===== config.mk =====
export PLATFORM = sky130hd
export DESIGN_NAME = sram_rr_scheduler_flat
export DESIGN_NICKNAME = d
export VERILOG_FILES = /design/src/rtl/sram_rr_scheduler_if.sv /design/src/rtl/sram_rr_scheduler.sv /design/src/flat_wrapper.sv
export SDC_FILE = /design/constraint.sdc
export NUM_CORES = 1
export LEC_CHECK = 0
export BUFFER_PORTS_ARGS = -buffer_cell sky130_fd_sc_hd__clkbuf_2
export CORE_ASPECT_RATIO = 1.75
export CORE_MARGIN = 1.5
export CORE_UTILIZATION = 40
export DETAILED_ROUTE_END_ITERATION = 7
export GPL_TIMING_DRIVEN = 1
export PLACE_DENSITY = 0.8
export SLEW_MARGIN = 40
export SYNTH_ARGS = -nofsm -noshare
export SYNTH_HDL_FRONTEND = slang
export SYNTH_SLANG_ARGS = --single-unit

===== constraint.sdc =====
create_clock -name clk -period 4 [get_ports clk]
set_input_delay 0.8 -clock clk [delete_from_list [all_inputs] [get_ports clk]]
set_output_delay 0.8 -clock clk [all_outputs]
set_load 0.02 [all_outputs]

===== src/rtl/sram_rr_scheduler_if.sv =====
// rtl/sram_rr_scheduler_if.sv - client command/response port of the SRAM scheduler
interface sram_rr_scheduler_if #(
  parameter int AW = 19,
  parameter int DW = 8
);
  logic          req;
  logic          we;
  logic [AW-1:0] addr;
  logic [DW-1:0] wdata;
  logic          ack;
  logic          rvalid;
  logic [DW-1:0] rdata;

  modport master (output req, we, addr, wdata, input ack, rvalid, rdata);
  modport slave  (input req, we, addr, wdata, output ack, rvalid, rdata);
endinterface


===== src/rtl/sram_rr_scheduler.sv =====
// rtl/sram_rr_scheduler.sv - two-port round-robin access scheduler for an asynchronous SRAM
module sram_rr_scheduler #(
  parameter int AW          = 19,
  parameter int DW          = 8,
  parameter int WAIT_CYCLES = 1
) (
  input  logic               clk,
  input  logic               rst,
  sram_rr_scheduler_if.slave a,
  sram_rr_scheduler_if.slave b,
  output logic               busy,
  output logic [AW-1:0]      sram_addr,
  output logic               sram_ce_n,
  output logic               sram_oe_n,
  output logic               sram_we_n,
  output logic [DW-1:0]      sram_dat_wr,
  output logic               sram_dat_oe,
  input  logic [DW-1:0]      sram_dat_rd
);
  typedef enum logic [1:0] {IDLE, ACCESS, RECOVER} state_t;

  state_t        state_q, state_d;
  logic [3:0]    cnt_q, cnt_d;
  logic          last_q, last_d;  // 0 = port A, 1 = port B
  logic          sel_q, sel_d;
  logic          we_q, we_d;
  logic          busy_d, ce_n_d, oe_n_d, we_n_d, dat_oe_d;
  logic [AW-1:0] addr_d;
  logic [DW-1:0] dat_wr_d;
  logic          a_ack_q, a_ack_d, b_ack_q, b_ack_d;
  logic          a_rvalid_q, a_rvalid_d, b_rvalid_q, b_rvalid_d;
  logic [DW-1:0] a_rdata_q, a_rdata_d, b_rdata_q, b_rdata_d;
  logic          win, win_we;
  logic [AW-1:0] win_addr;
  logic [DW-1:0] win_wdata;

  // On a tie the port that did not win last time goes next.
  assign win       = (a.req && b.req) ? !last_q : !a.req;
  assign win_we    = win ? b.we    : a.we;
  assign win_addr  = win ? b.addr  : a.addr;
  assign win_wdata = win ? b.wdata : a.wdata;

  assign a.ack    = a_ack_q;
  assign b.ack    = b_ack_q;
  assign a.rvalid = a_rvalid_q;
  assign b.rvalid = b_rvalid_q;
  assign a.rdata  = a_rdata_q;
  assign b.rdata  = b_rdata_q;

  always_comb begin
    state_d    = state_q;
    cnt_d      = cnt_q;
    last_d     = last_q;
    sel_d      = sel_q;
    we_d       = we_q;
    busy_d     = 1'b0;
    ce_n_d     = 1'b1;
    oe_n_d     = 1'b1;
    we_n_d     = 1'b1;
    dat_oe_d   = 1'b0;
    addr_d     = sram_addr;
    dat_wr_d   = sram_dat_wr;
    a_ack_d    = 1'b0;
    b_ack_d    = 1'b0;
    a_rvalid_d = 1'b0;
    b_rvalid_d = 1'b0;
    a_rdata_d  = a_rdata_q;
    b_rdata_d  = b_rdata_q;
    case (state_q)
      IDLE: begin
        if (a.req || b.req) begin
          state_d  = ACCESS;
          cnt_d    = 4'(WAIT_CYCLES - 1);
          last_d   = win;
          sel_d    = win;
          we_d     = win_we;
          busy_d   = 1'b1;
          a_ack_d  = !win;
          b_ack_d  = win;
          ce_n_d   = 1'b0;
          oe_n_d   = win_we;
          we_n_d   = !win_we;
          dat_oe_d = win_we;
          addr_d   = win_addr;
          dat_wr_d = win_wdata;
        end
      end
      ACCESS: begin
        busy_d   = 1'b1;
        dat_oe_d = we_q;
        if (cnt_q == 4'd0) begin
          // Last strobe cycle: sample read data and release strobes for recovery.
          state_d = RECOVER;
          if (!we_q) begin
            a_rvalid_d = !sel_q;
            b_rvalid_d = sel_q;
            if (sel_q) b_rdata_d = sram_dat_rd;
            else       a_rdata_d = sram_dat_rd;
          end
        end else begin
          cnt_d  = cnt_q - 4'd1;
          ce_n_d = 1'b0;
          oe_n_d = we_q;
          we_n_d = !we_q;
        end
      end
      RECOVER: begin
        state_d = IDLE;
      end
      default: begin
        state_d = IDLE;
      end
    endcase
  end

  always_ff @(posedge clk) begin
    if (rst) begin
      state_q     <= IDLE;
      cnt_q       <= 4'd0;
      last_q      <= 1'b1;
      sel_q       <= 1'b0;
      we_q        <= 1'b0;
      busy        <= 1'b0;
      sram_ce_n   <= 1'b1;
      sram_oe_n   <= 1'b1;
      sram_we_n   <= 1'b1;
      sram_dat_oe <= 1'b0;
      sram_addr   <= '0;
      sram_dat_wr <= '0;
      a_ack_q     <= 1'b0;
      b_ack_q     <= 1'b0;
      a_rvalid_q  <= 1'b0;
      b_rvalid_q  <= 1'b0;
      a_rdata_q   <= '0;
      b_rdata_q   <= '0;
    end else begin
      state_q     <= state_d;
      cnt_q       <= cnt_d;
      last_q      <= last_d;
      sel_q       <= sel_d;
      we_q        <= we_d;
      busy        <= busy_d;
      sram_ce_n   <= ce_n_d;
      sram_oe_n   <= oe_n_d;
      sram_we_n   <= we_n_d;
      sram_dat_oe <= dat_oe_d;
      sram_addr   <= addr_d;
      sram_dat_wr <= dat_wr_d;
      a_ack_q     <= a_ack_d;
      b_ack_q     <= b_ack_d;
      a_rvalid_q  <= a_rvalid_d;
      b_rvalid_q  <= b_rvalid_d;
      a_rdata_q   <= a_rdata_d;
      b_rdata_q   <= b_rdata_d;
    end
  end
endmodule


===== src/flat_wrapper.sv =====
// flat-port wrapper written by rule: the top's interface ports become plain ports
module sram_rr_scheduler_flat 
#(
  parameter int AW          = 19,
  parameter int DW          = 8,
  parameter int WAIT_CYCLES = 1
)
  (clk, rst, busy, sram_addr, sram_ce_n, sram_oe_n, sram_we_n, sram_dat_wr, sram_dat_oe, sram_dat_rd, a_req, a_we, a_addr, a_wdata, a_ack, a_rvalid, a_rdata, b_req, b_we, b_addr, b_wdata, b_ack, b_rvalid, b_rdata);
  sram_rr_scheduler_if #(.AW(AW), .DW(DW)) a_i ();
  sram_rr_scheduler_if #(.AW(AW), .DW(DW)) b_i ();
  input  logic clk;
  input  logic rst;
  output logic busy;
  output logic [AW-1:0] sram_addr;
  output logic sram_ce_n;
  output logic sram_oe_n;
  output logic sram_we_n;
  output logic [DW-1:0] sram_dat_wr;
  output logic sram_dat_oe;
  input  logic [DW-1:0] sram_dat_rd;
  input wire logic [$bits(a_i.req)-1:0] a_req;
  input wire logic [$bits(a_i.we)-1:0] a_we;
  input wire logic [$bits(a_i.addr)-1:0] a_addr;
  input wire logic [$bits(a_i.wdata)-1:0] a_wdata;
  output wire logic [$bits(a_i.ack)-1:0] a_ack;
  output wire logic [$bits(a_i.rvalid)-1:0] a_rvalid;
  output wire logic [$bits(a_i.rdata)-1:0] a_rdata;
  input wire logic [$bits(b_i.req)-1:0] b_req;
  input wire logic [$bits(b_i.we)-1:0] b_we;
  input wire logic [$bits(b_i.addr)-1:0] b_addr;
  input wire logic [$bits(b_i.wdata)-1:0] b_wdata;
  output wire logic [$bits(b_i.ack)-1:0] b_ack;
  output wire logic [$bits(b_i.rvalid)-1:0] b_rvalid;
  output wire logic [$bits(b_i.rdata)-1:0] b_rdata;
  assign a_i.req = a_req;
  assign a_i.we = a_we;
  assign a_i.addr = a_addr;
  assign a_i.wdata = a_wdata;
  assign a_ack = a_i.ack;
  assign a_rvalid = a_i.rvalid;
  assign a_rdata = a_i.rdata;
  assign b_i.req = b_req;
  assign b_i.we = b_we;
  assign b_i.addr = b_addr;
  assign b_i.wdata = b_wdata;
  assign b_ack = b_i.ack;
  assign b_rvalid = b_i.rvalid;
  assign b_rdata = b_i.rdata;
  sram_rr_scheduler #(.AW(AW), .DW(DW), .WAIT_CYCLES(WAIT_CYCLES)) u_core (.clk(clk), .rst(rst), .a(a_i), .b(b_i), .busy(busy), .sram_addr(sram_addr), .sram_ce_n(sram_ce_n), .sram_oe_n(sram_oe_n), .sram_we_n(sram_we_n), .sram_dat_wr(sram_dat_wr), .sram_dat_oe(sram_dat_oe), .sram_dat_rd(sram_dat_rd));
endmodule

==> results.py, run 1 <==
metrics = {
    "synthesis": {
        "synthTopCellsByArea": "dfxtp_1, a221o_1, nor3_1",
        "synth_seq_cells": 61,
        "synthCells": 284,
        "synthArstFlopShare_pct": 0,
        "synth_top_area_cell": "dfxtp_1",
        "synth_ff_type": "dfxtp_1",
        "synth_edf_count": 0,
        "syn_area_per_cell_um2": 9.203,
        "synth.cell_area_um2": 2614,
        "seq_area_frac_synth_pct": 46.72,
        "synth_nets": 354,
        "synth_warnings": 0,
        "yosysUniqueCellTypes": 46,
        "yosys.area.top_type_share_pct": 46.72,
    },
    "critical_path": {
        "max_stage_delay_ns": 0.61,
        "cp_cell_sequence": "clkbuf_2, or3_4, nor3_4, buf_6, a221o_1",
        "r2r-end": "u_core.sram_addr[15]",
        "crit_path_top_delay_cell": "or3_4",
        "rr_worst_depth": 4,
        "crit_type": "in -> reg",
        "cp.arrival_ns": 2.67,
        "start_kind": "input pin",
        "required_ns": 4.29,
        "crit_path_end_kind": "register",
        "crit_path_max_fanout": 31,
        "r2r-start": "u_core.state_q[0]",
        "startpoint": "rst",
        "reg2reg_setup_slack_ns": 2.02,
    },
    "timing": {
        "setup_viol": 0,
        "hold_ws_ns": 0.4824,
        "max_slew_margin_pct": 51.11,
        "period_share_pct": 59.51,
        "fin_worst_skew_ns": 0.007274,
        "final_max_slew_viol_count": 0,
        "tightest_slew_ns": 0.7317,
        "tns_ns": 0,
        "hold_viol": 0,
        "rsz0062_at_grt": "no",
        "clock.fmax_mhz": 420.1,
        "period_minus_slack_ns": 2.380,
    },
    "worst_hold_path": {
        "holdPathStages": 2,
        "min_from": "u_core.a.rdata[2]",
        "min_to": "u_core.a.rdata[2]",
        "hp-class": "reg -> reg",
    },
    "finish": {
        "fin_cells": 475,
        "drive_above_1_share_pct": 36.71,
        "layout_commonest_cell": "clkbuf_2",
        "final_cell_mix": "clkbuf_2, dfxtp_1, inv_1, nor3_1, a221o_1",
        "n_antenna_cell": 0,
        "area_growth_pct": 30.64,
        "fin_area_um2": 3415,
        "finalNetCount": 460,
    },
    "drt": {
        "drc": 0,
        "routed_wl_um": 6872,
        "first_pass_iters": 4,
        "drt_iter0_markers": 179,
        "viasPerCell": 5.404,
        "wire_per_inst_um": 14.47,
        "route.vias.total": 2567,
        "ant_nets": 0,
    },
    "global_route": {
        "grt_first_pass_wirelength_um": 10890,
        "grt_max_degree": 32,
        "grt_overflow": 0,
        "antenna_found_initial": 0,
        "grt_use_total_pct": 20.00,
        "grt_pass1_vias": 2391,
    },
    "placement": {
        "port_buffers": 119,
        "placed_cells": 458,
        "post-dp-hpwl_um": 4878,
        "place_area_um2": 3189,
        "gp_routability_congestion": 0.8037,
    },
    "power_and_ir_drop": {
        "irDropWorstVdd_v": 0.0002479,
        "power_density_nw_per_um2": 452.4,
        "p_leak_nw": 1.598,
    },
    "clocking": {
        "numClockSinks": 61,
        "cts_hold_buf": 0,
        "cts.repair.resized": 0,
        "htreeDepth": 3,
        "post-cts-setup-buffer-count": 0,
        "cts_tree": "yes",
        "cts.path.max_buffers": 2,
        "cts-root-buf": "clkbuf_8",
        "clk_pin_slew_ns": 0.06,
        "cts_buffers": 9,
        "clock_latency_ns": 0.35,
    },
    "die": {
        "ios": 120,
        "core_area_um2": 6276,
        "start_util_pct": 41.65,
        "std_cell_rows": 38,
        "die_y_um": 109.9,
        "dieArea_um2": 7047,
        "dieWidth_um": 64.11,
    },
    "flow_run": {
        "drv_cap": 0,
    },
    "run_status": {
        "status": "finished clean",
    },
}
-- synthesized netlist by cell type (2+ instances only) --
master,instances
o21ai_0,17
nand4_1,8
buf_2,12
nor3_1,32
ha_1,2
inv_1,33
buf_6,3
o21bai_1,2
a21oi_1,23
clkbuf_1,9
nor2_1,6
or3_1,3
a221o_1,27
or4_1,3
dfxtp_1,61
o21ai_1,5
buf_4,2
nand4b_1,8
-- power breakdown --
part | internal [mW] | switching (mW) | total, mW
clock | 0.338 | 0.243 | 0.581
combinational | 0.109 | 0.160 | 0.269
sequential | 0.657 | 0.0373 | 0.695
-- logic make-up (layout without fill, tap and decap cells) --
kind of cell	Yosys count	count (layout)	share of synthesized area, %
fa+ha+maj	2	2	0.9572
simple gates	77	77	18.62
compound gates	85	85	23.50
buf+inv	59	170	10.20
flops	61	61	46.72
-- metal layers --
| metal | GRT usage, % | wire, um | up-vias |
|---|---|---|---|
| li1 | - | - | 1254 |
| met1 | 21.06 | 2659 | 1185 |
| met2 | 34.45 | 3534 | 110 |
| met3 | 5.220 | 500 | 18 |
| met4 | 13.83 | 177 | 0 |
| met5 | 0 | 0 | - |
-- flip-flops by register name, indices dropped and copies added (netlist names), 2 cells and up --
register and flops:
u_core.sram_addr 19, u_core.a.rdata 8, u_core.b.rdata 8, u_core.sram_dat_wr 8, u_core.cnt_q 4, u_core.state_q 2
-- cell type report --
cell class | instances | area (um2)
Tap cell | 80 | 100.1
Timing Repair Buffer | 121 | 614.3
Sequential cell | 61 | 1221
Inverter | 33 | 123.9
Fill cell | 580 | 2861
Clock inverter | 3 | 42.54
Clock buffer | 13 | 168.9
Multi-Input combinational cell | 164 | 1144
-- per-stage QoR --
stage	setup slack, ns	power [mW]	util [%]
floorplan	2.174	0.8797	-
global placement	1.106	0.9666	50.54
detailed placement	1.280	0.9744	50.82
CTS	1.649	1.557	54.19
global route	1.475	1.610	54.41
finish	1.620	1.545	54.41
-- worst max path at each step --
stage,slack [ns],end,depth (start not counted)
after detailed placement,1.28,u_core.sram_addr[6],5
after floorplan,2.17,u_core.sram_we_n,3
after global routing,1.48,u_core.sram_addr[12],5
final,1.62,u_core.sram_addr[15],5
after global placement,1.11,u_core.sram_addr[10],4
after CTS,1.65,u_core.sram_addr[15],5
-- critical path, delay by kind of cell --
family / cells / cell delay [ns]
AND/OR/NAND/NOR: 2 / 1.07
AO/OA/AOI/OAI: 1 / 0.17
buffers and inverters: 2 / 0.61
(Power assumes the default switching activity.)
==> run 2, diff against run 1 <==
- PLACE_DENSITY: 0.8 -> 0.83
- clock period: 4 -> 2 ns (I/O delays scaled with it)
==> run 2 against run 1 <==
  * Via count increased by 0.78%
  * Wire length down 2.0%
  * Flip-flop and latch count is the same
  * Global-route usage shrank 0.81 points
  * Clock power increased by 53%
  * Cell count increased by 1.3%
  * Setup slack worse by 1.3 ns
  * Core utilization fell by 0.48 points
  * Cell area shrank 0.88%
  * Largest power group unchanged
==> results.py, run 2 (same netlist as run 1, synthesis figures left out) <==
metrics = {
    "drt": {
        "ant_nets": 0,
        "route.vias.total": 2587,
        "drt_iter0_markers": 197,
        "top_layer_used": "met4",
        "m1WireLength_um": 2553,
        "routed_wl_um": 6736,
        "drc": 0,
        "first_pass_iters": 5,
        "wl_met3_um": 502,
        "wl_met2_um": 3501,
        "viasPerCell": 5.378,
        "wire_per_inst_um": 14.00,
    },
    "clocking": {
        "post-cts-setup-buffer-count": 0,
        "cts-root-buf": "clkbuf_8",
        "cts.repair.resized": 0,
        "cts_tree": "yes",
        "htreeDepth": 3,
        "numClockSinks": 61,
        "clk_pin_slew_ns": 0.06,
        "cts.path.max_buffers": 2,
        "cts_hold_buf": 0,
        "clock_latency_ns": 0.34,
        "cts_buffers": 9,
    },
    "power_and_ir_drop": {
        "swShare_pct": 29.56,
        "p_clk_share_pct": 31.4,
        "p_leak_nw": 1.596,
        "irDropWorstVdd_v": 0.0004158,
        "total_power_mw": 2.823,
        "p_int_mw": 1.988,
        "power_density_nw_per_um2": 834.0,
        "seqPwrFrac_pct": 48.8,
        "pwr-share-comb_pct": 19.7,
        "p_sw_mw": 0.8344,
    },
    "die": {
        "core_area_um2": 6276,
        "ios": 120,
        "dieWidth_um": 64.11,
        "std_cell_rows": 38,
        "die_y_um": 109.9,
        "start_util_pct": 41.65,
        "dieArea_um2": 7047,
    },
    "global_route": {
        "grt_overflow": 0,
        "grt_max_degree": 30,
        "grt_use_total_pct": 19.20,
        "antenna_found_initial": 0,
        "grt_first_pass_wirelength_um": 10490,
        "grt_pass1_vias": 2394,
    },
    "finish": {
        "finalNetCount": 466,
        "fin_area_um2": 3385,
        "drive_above_1_share_pct": 36.66,
        "largest_reg_flops": 19,
        "fin_cells": 481,
        "largest_register": "u_core.sram_addr",
        "area_growth_pct": 29.49,
        "n_antenna_cell": 0,
        "layout_commonest_cell": "clkbuf_2",
        "final_cell_mix": "clkbuf_2, dfxtp_1, inv_1, nor3_1, a221o_1",
    },
    "timing": {
        "setup_viol": 0,
        "timing.final.ws_setup_ns": 0.2877,
        "rsz0062_at_grt": "no",
        "final_max_slew_viol_count": 0,
        "hold_viol": 0,
        "max_slew_margin_pct": 52.01,
        "period_share_pct": 85.61,
        "clock.fmax_mhz": 584.0,
        "tns_ns": 0,
        "tightest_slew_ns": 0.7182,
        "period_minus_slack_ns": 1.712,
        "fin_worst_skew_ns": 0.007119,
    },
    "critical_path": {
        "start_kind": "register",
        "crit_type": "reg -> reg",
        "cp.arrival_ns": 1.98,
        "crit_path_end_kind": "register",
        "crit_path_max_fanout": 16,
        "required_ns": 2.27,
        "reg2reg_setup_slack_ns": 0.29,
    },
    "placement": {
        "place_area_um2": 3232,
        "placed_cells": 465,
        "post-dp-hpwl_um": 5014,
        "gp_routability_congestion": 0.9054,
        "port_buffers": 119,
        "dpl_worst_slack_ns": 0.1119,
    },
    "run_status": {
        "status": "finished clean",
    },
    "flow_run": {
        "drv_cap": 0,
    },
    "worst_hold_path": {
        "hp-class": "in -> reg",
    },
}
run 2: final timing paths:
path,start,depth (start not counted),to
worst max-delay path,u_core.cnt_q[0],6,u_core.b.rdata[3]
worst min-delay path,a_addr[7],2,u_core.sram_addr[7]
worst max register to register,u_core.cnt_q[0],6,u_core.b.rdata[3]
worst min register to register,u_core.b.rdata[6],2,u_core.b.rdata[6]
run 2: power groups by stage:
stage	sequential, mW	combinational (mW)	clock [mW]
2_1_floorplan	1.49	0.266	0
3_3_place_gp	1.40	0.550	0
3_5_place_dp	1.40	0.558	0
4_1_cts	1.38	0.560	0.906
5_1_grt	1.39	0.606	0.971
6_report	1.38	0.557	0.888
run 2: layout make-up:
| type | instances | area [um2] |
|---|---|---|
| Fill cell | 584 | 2892 |
| Sequential cell | 61 | 1221 |
| Multi-Input combinational cell | 164 | 1131 |
| Timing Repair Buffer | 127 | 655.6 |
| Clock buffer | 14 | 142.6 |
| Inverter | 33 | 123.9 |
| Tap cell | 80 | 100.1 |
| Clock inverter | 2 | 10.01 |
run 2: worst max-delay path, cell delays in order (launching register included):
cell	delay [ns]
dfxtp_1	0.35
inv_1	0.10
ha_1	0.16
nor3b_2	0.43
buf_4	0.29
nand4_1	0.16
a21oi_1	0.16
run 2: stage by stage:
step	utilization, %	hold slack (ns)
2_1_floorplan	-	0.4641
3_3_place_gp	51.50	0.4607
3_5_place_dp	51.50	0.4688
4_1_cts	53.93	0.2749
5_1_grt	53.93	0.2822
6_report	53.93	0.2873
run 2: metal layers:
layer,global-route usage [%],up-vias
met1,19.03,1187
met3,4.401,18
met5,0,-
met4,13.98,0
li1,-,1267
met2,34.52,115
==> run 3, diff against run 2 <==
- CTS_BUF_LIST: not set -> sky130_fd_sc_hd__clkbuf_4 sky130_fd_sc_hd__clkbuf_8
==> run 3 against run 2 <==
  * First-iteration DRC count fell by 11%
  * Clock skew hardly changed
  * Global-route usage grew 0.086 points
  * Critical path depth is the same
  * Worst hold slack improved by 0.0030 ns
  * Fmax fell by 0.50%
  * Sequential share of layout area decreased by 0.20 points
  * Combinational power about the same
  * Wire length is 0.16% lower
  * Highest routed layer unchanged
  * Non-clock buffer count did not move
  * Cell area increased by 0.55%
==> results.py, run 3 (same netlist as run 1, synthesis figures left out) <==
metrics = {
    "critical_path": {
        "r2r-start": "u_core.cnt_q[0]",
        "rr_worst_depth": 6,
        "reg2reg_setup_slack_ns": 0.28,
        "cp_cell_sequence": "inv_1, ha_1, nor3b_2, buf_4, nand4_1, a21oi_1",
        "crit_type": "reg -> reg",
        "crit_path_top_delay_cell": "nor3b_2",
        "crit_path_max_fanout": 16,
        "crit_path_end_kind": "register",
        "max_stage_delay_ns": 0.43,
        "startpoint": "u_core.cnt_q[0]",
        "required_ns": 2.27,
        "cp.arrival_ns": 1.99,
        "start_kind": "register",
    },
    "finish": {
        "layout_commonest_cell": "clkbuf_2",
        "fillCellCount": 580,
        "finalNetCount": 466,
        "drive_above_1_share_pct": 37.91,
        "register_area_um2": 1221,
        "fin_cells": 481,
        "largest_register": "u_core.sram_addr",
        "final_cell_mix": "clkbuf_2, dfxtp_1, inv_1, nor3_1, a221o_1",
        "fin_area_um2": 3403,
        "n_antenna_cell": 0,
        "multi_input_area_um2": 1131,
        "largest_reg_flops": 19,
        "area_growth_pct": 30.21,
    },
    "die": {
        "ios": 120,
        "std_cell_rows": 38,
        "die_y_um": 109.9,
        "start_util_pct": 41.65,
        "core_area_um2": 6276,
        "dieWidth_um": 64.11,
        "dieArea_um2": 7047,
    },
    "drt": {
        "drt_iter0_markers": 176,
        "ant_nets": 0,
        "drc": 0,
        "routed_wl_um": 6725,
        "route.vias.total": 2595,
        "wire_per_inst_um": 13.98,
        "viasPerCell": 5.395,
        "first_pass_iters": 4,
    },
    "clocking": {
        "clk_pin_slew_ns": 0.06,
        "cts.path.max_buffers": 2,
        "clock_latency_ns": 0.33,
        "cts_tree": "yes",
        "post-cts-setup-buffer-count": 0,
        "cts-root-buf": "clkbuf_8",
        "numClockSinks": 61,
        "cts.repair.resized": 0,
        "cts_hold_buf": 0,
        "cts_buffers": 9,
        "htreeDepth": 3,
    },
    "power_and_ir_drop": {
        "irDropWorstVdd_v": 0.0004137,
        "p_leak_nw": 1.613,
        "pwr-share-comb_pct": 19.3,
        "power_density_nw_per_um2": 849.1,
        "p_clk_share_pct": 33.0,
        "seqPwrFrac_pct": 47.7,
        "swShare_pct": 28.84,
        "p_sw_mw": 0.8335,
        "p_int_mw": 2.056,
        "total_power_mw": 2.890,
    },
    "timing": {
        "final_max_slew_viol_count": 0,
        "tns_ns": 0,
        "setup_viol": 0,
        "tightest_slew_ns": 0.7444,
        "fin_worst_skew_ns": 0.007611,
        "period_minus_slack_ns": 1.721,
        "hold_viol": 0,
        "max_slew_margin_pct": 50.26,
        "clock.fmax_mhz": 581.1,
        "period_share_pct": 86.04,
        "rsz0062_at_grt": "no",
        "timing.final.ws_setup_ns": 0.2791,
    },
    "global_route": {
        "grt_overflow": 0,
        "busiest_layer": "met2",
        "antenna_found_initial": 0,
        "grt_first_pass_wirelength_um": 10540,
        "grt_pass1_vias": 2378,
        "use_met3_pct": 6.551,
        "grt_use_met1_pct": 19.22,
        "grt_use_met2_pct": 34.60,
        "grt_max_degree": 30,
        "grt_use_total_pct": 19.28,
    },
    "run_status": {
        "status": "finished clean",
    },
    "worst_hold_path": {
        "min_from": "a_addr[7]",
        "hp-class": "in -> reg",
        "holdPathStages": 2,
    },
    "placement": {
        "post-dp-hpwl_um": 5014,
        "dpl_worst_slack_ns": 0.1119,
        "gp_routability_congestion": 0.9054,
        "place_area_um2": 3232,
        "port_buffers": 119,
        "placed_cells": 465,
    },
    "flow_run": {
        "drv_cap": 0,
    },
}
## run 3: cell count changes in the layout (fill, tap and decap cells not counted)
| cell | delta |
|---|---|
| clkbuf_1 | -5 |
| clkbuf_4 | +5 |
## run 3: worst max-delay path, delay by kind of cell (launching register included)
family                   cells  cell delay [ns]
AO/OA/AOI/OAI                1             0.16
buffers and inverters        2             0.39
AND/OR/NAND/NOR              2             0.59
adder cells (fa/ha/maj)      1             0.16
flip-flops                   1             0.34
## run 3: final cells by class
cell class | instances | share of cell area, %
clock buffers | 14 | 4.743
flip-flops and latches | 61 | 35.88
well taps | 80 | 2.941
inverters | 33 | 3.640
repair buffers | 127 | 19.26
multi-input cells | 164 | 33.24
clock inverters | 2 | 0.2941
## run 3: stage by stage
step	hold WS [ns]	utilization, %
6_report	0.2904	54.23
4_1_cts	0.2750	54.23
2_1_floorplan	0.4641	-
3_3_place_gp	0.4607	51.50
3_5_place_dp	0.4688	51.50
5_1_grt	0.2766	54.23
## run 3: layer usage
layer | vias to the layer above | routed length [um] | part of all wire (%)
met3 | 16 | 532 | 7.9
met5 | - | 0 | 0
met4 | 0 | 167 | 2.5
li1 | 1264 | - | -
met2 | 113 | 3443 | 51
met1 | 1202 | 2581 | 38
## run 3: final timing paths
kind / to
setup / recovery: u_core.b.rdata[4]
setup reg to reg: u_core.b.rdata[4]
hold / removal: u_core.sram_addr[7]
hold reg to reg: u_core.b.rdata[3]
## run 3: power by group through the flow
stage | sequential [mW] | combinational [mW] | clock, mW
2_1_floorplan | 1.49 | 0.266 | 0
3_3_place_gp | 1.40 | 0.550 | 0
5_1_grt | 1.39 | 0.606 | 1.05
6_report | 1.38 | 0.559 | 0.954
3_5_place_dp | 1.40 | 0.558 | 0
4_1_cts | 1.38 | 0.561 | 0.976
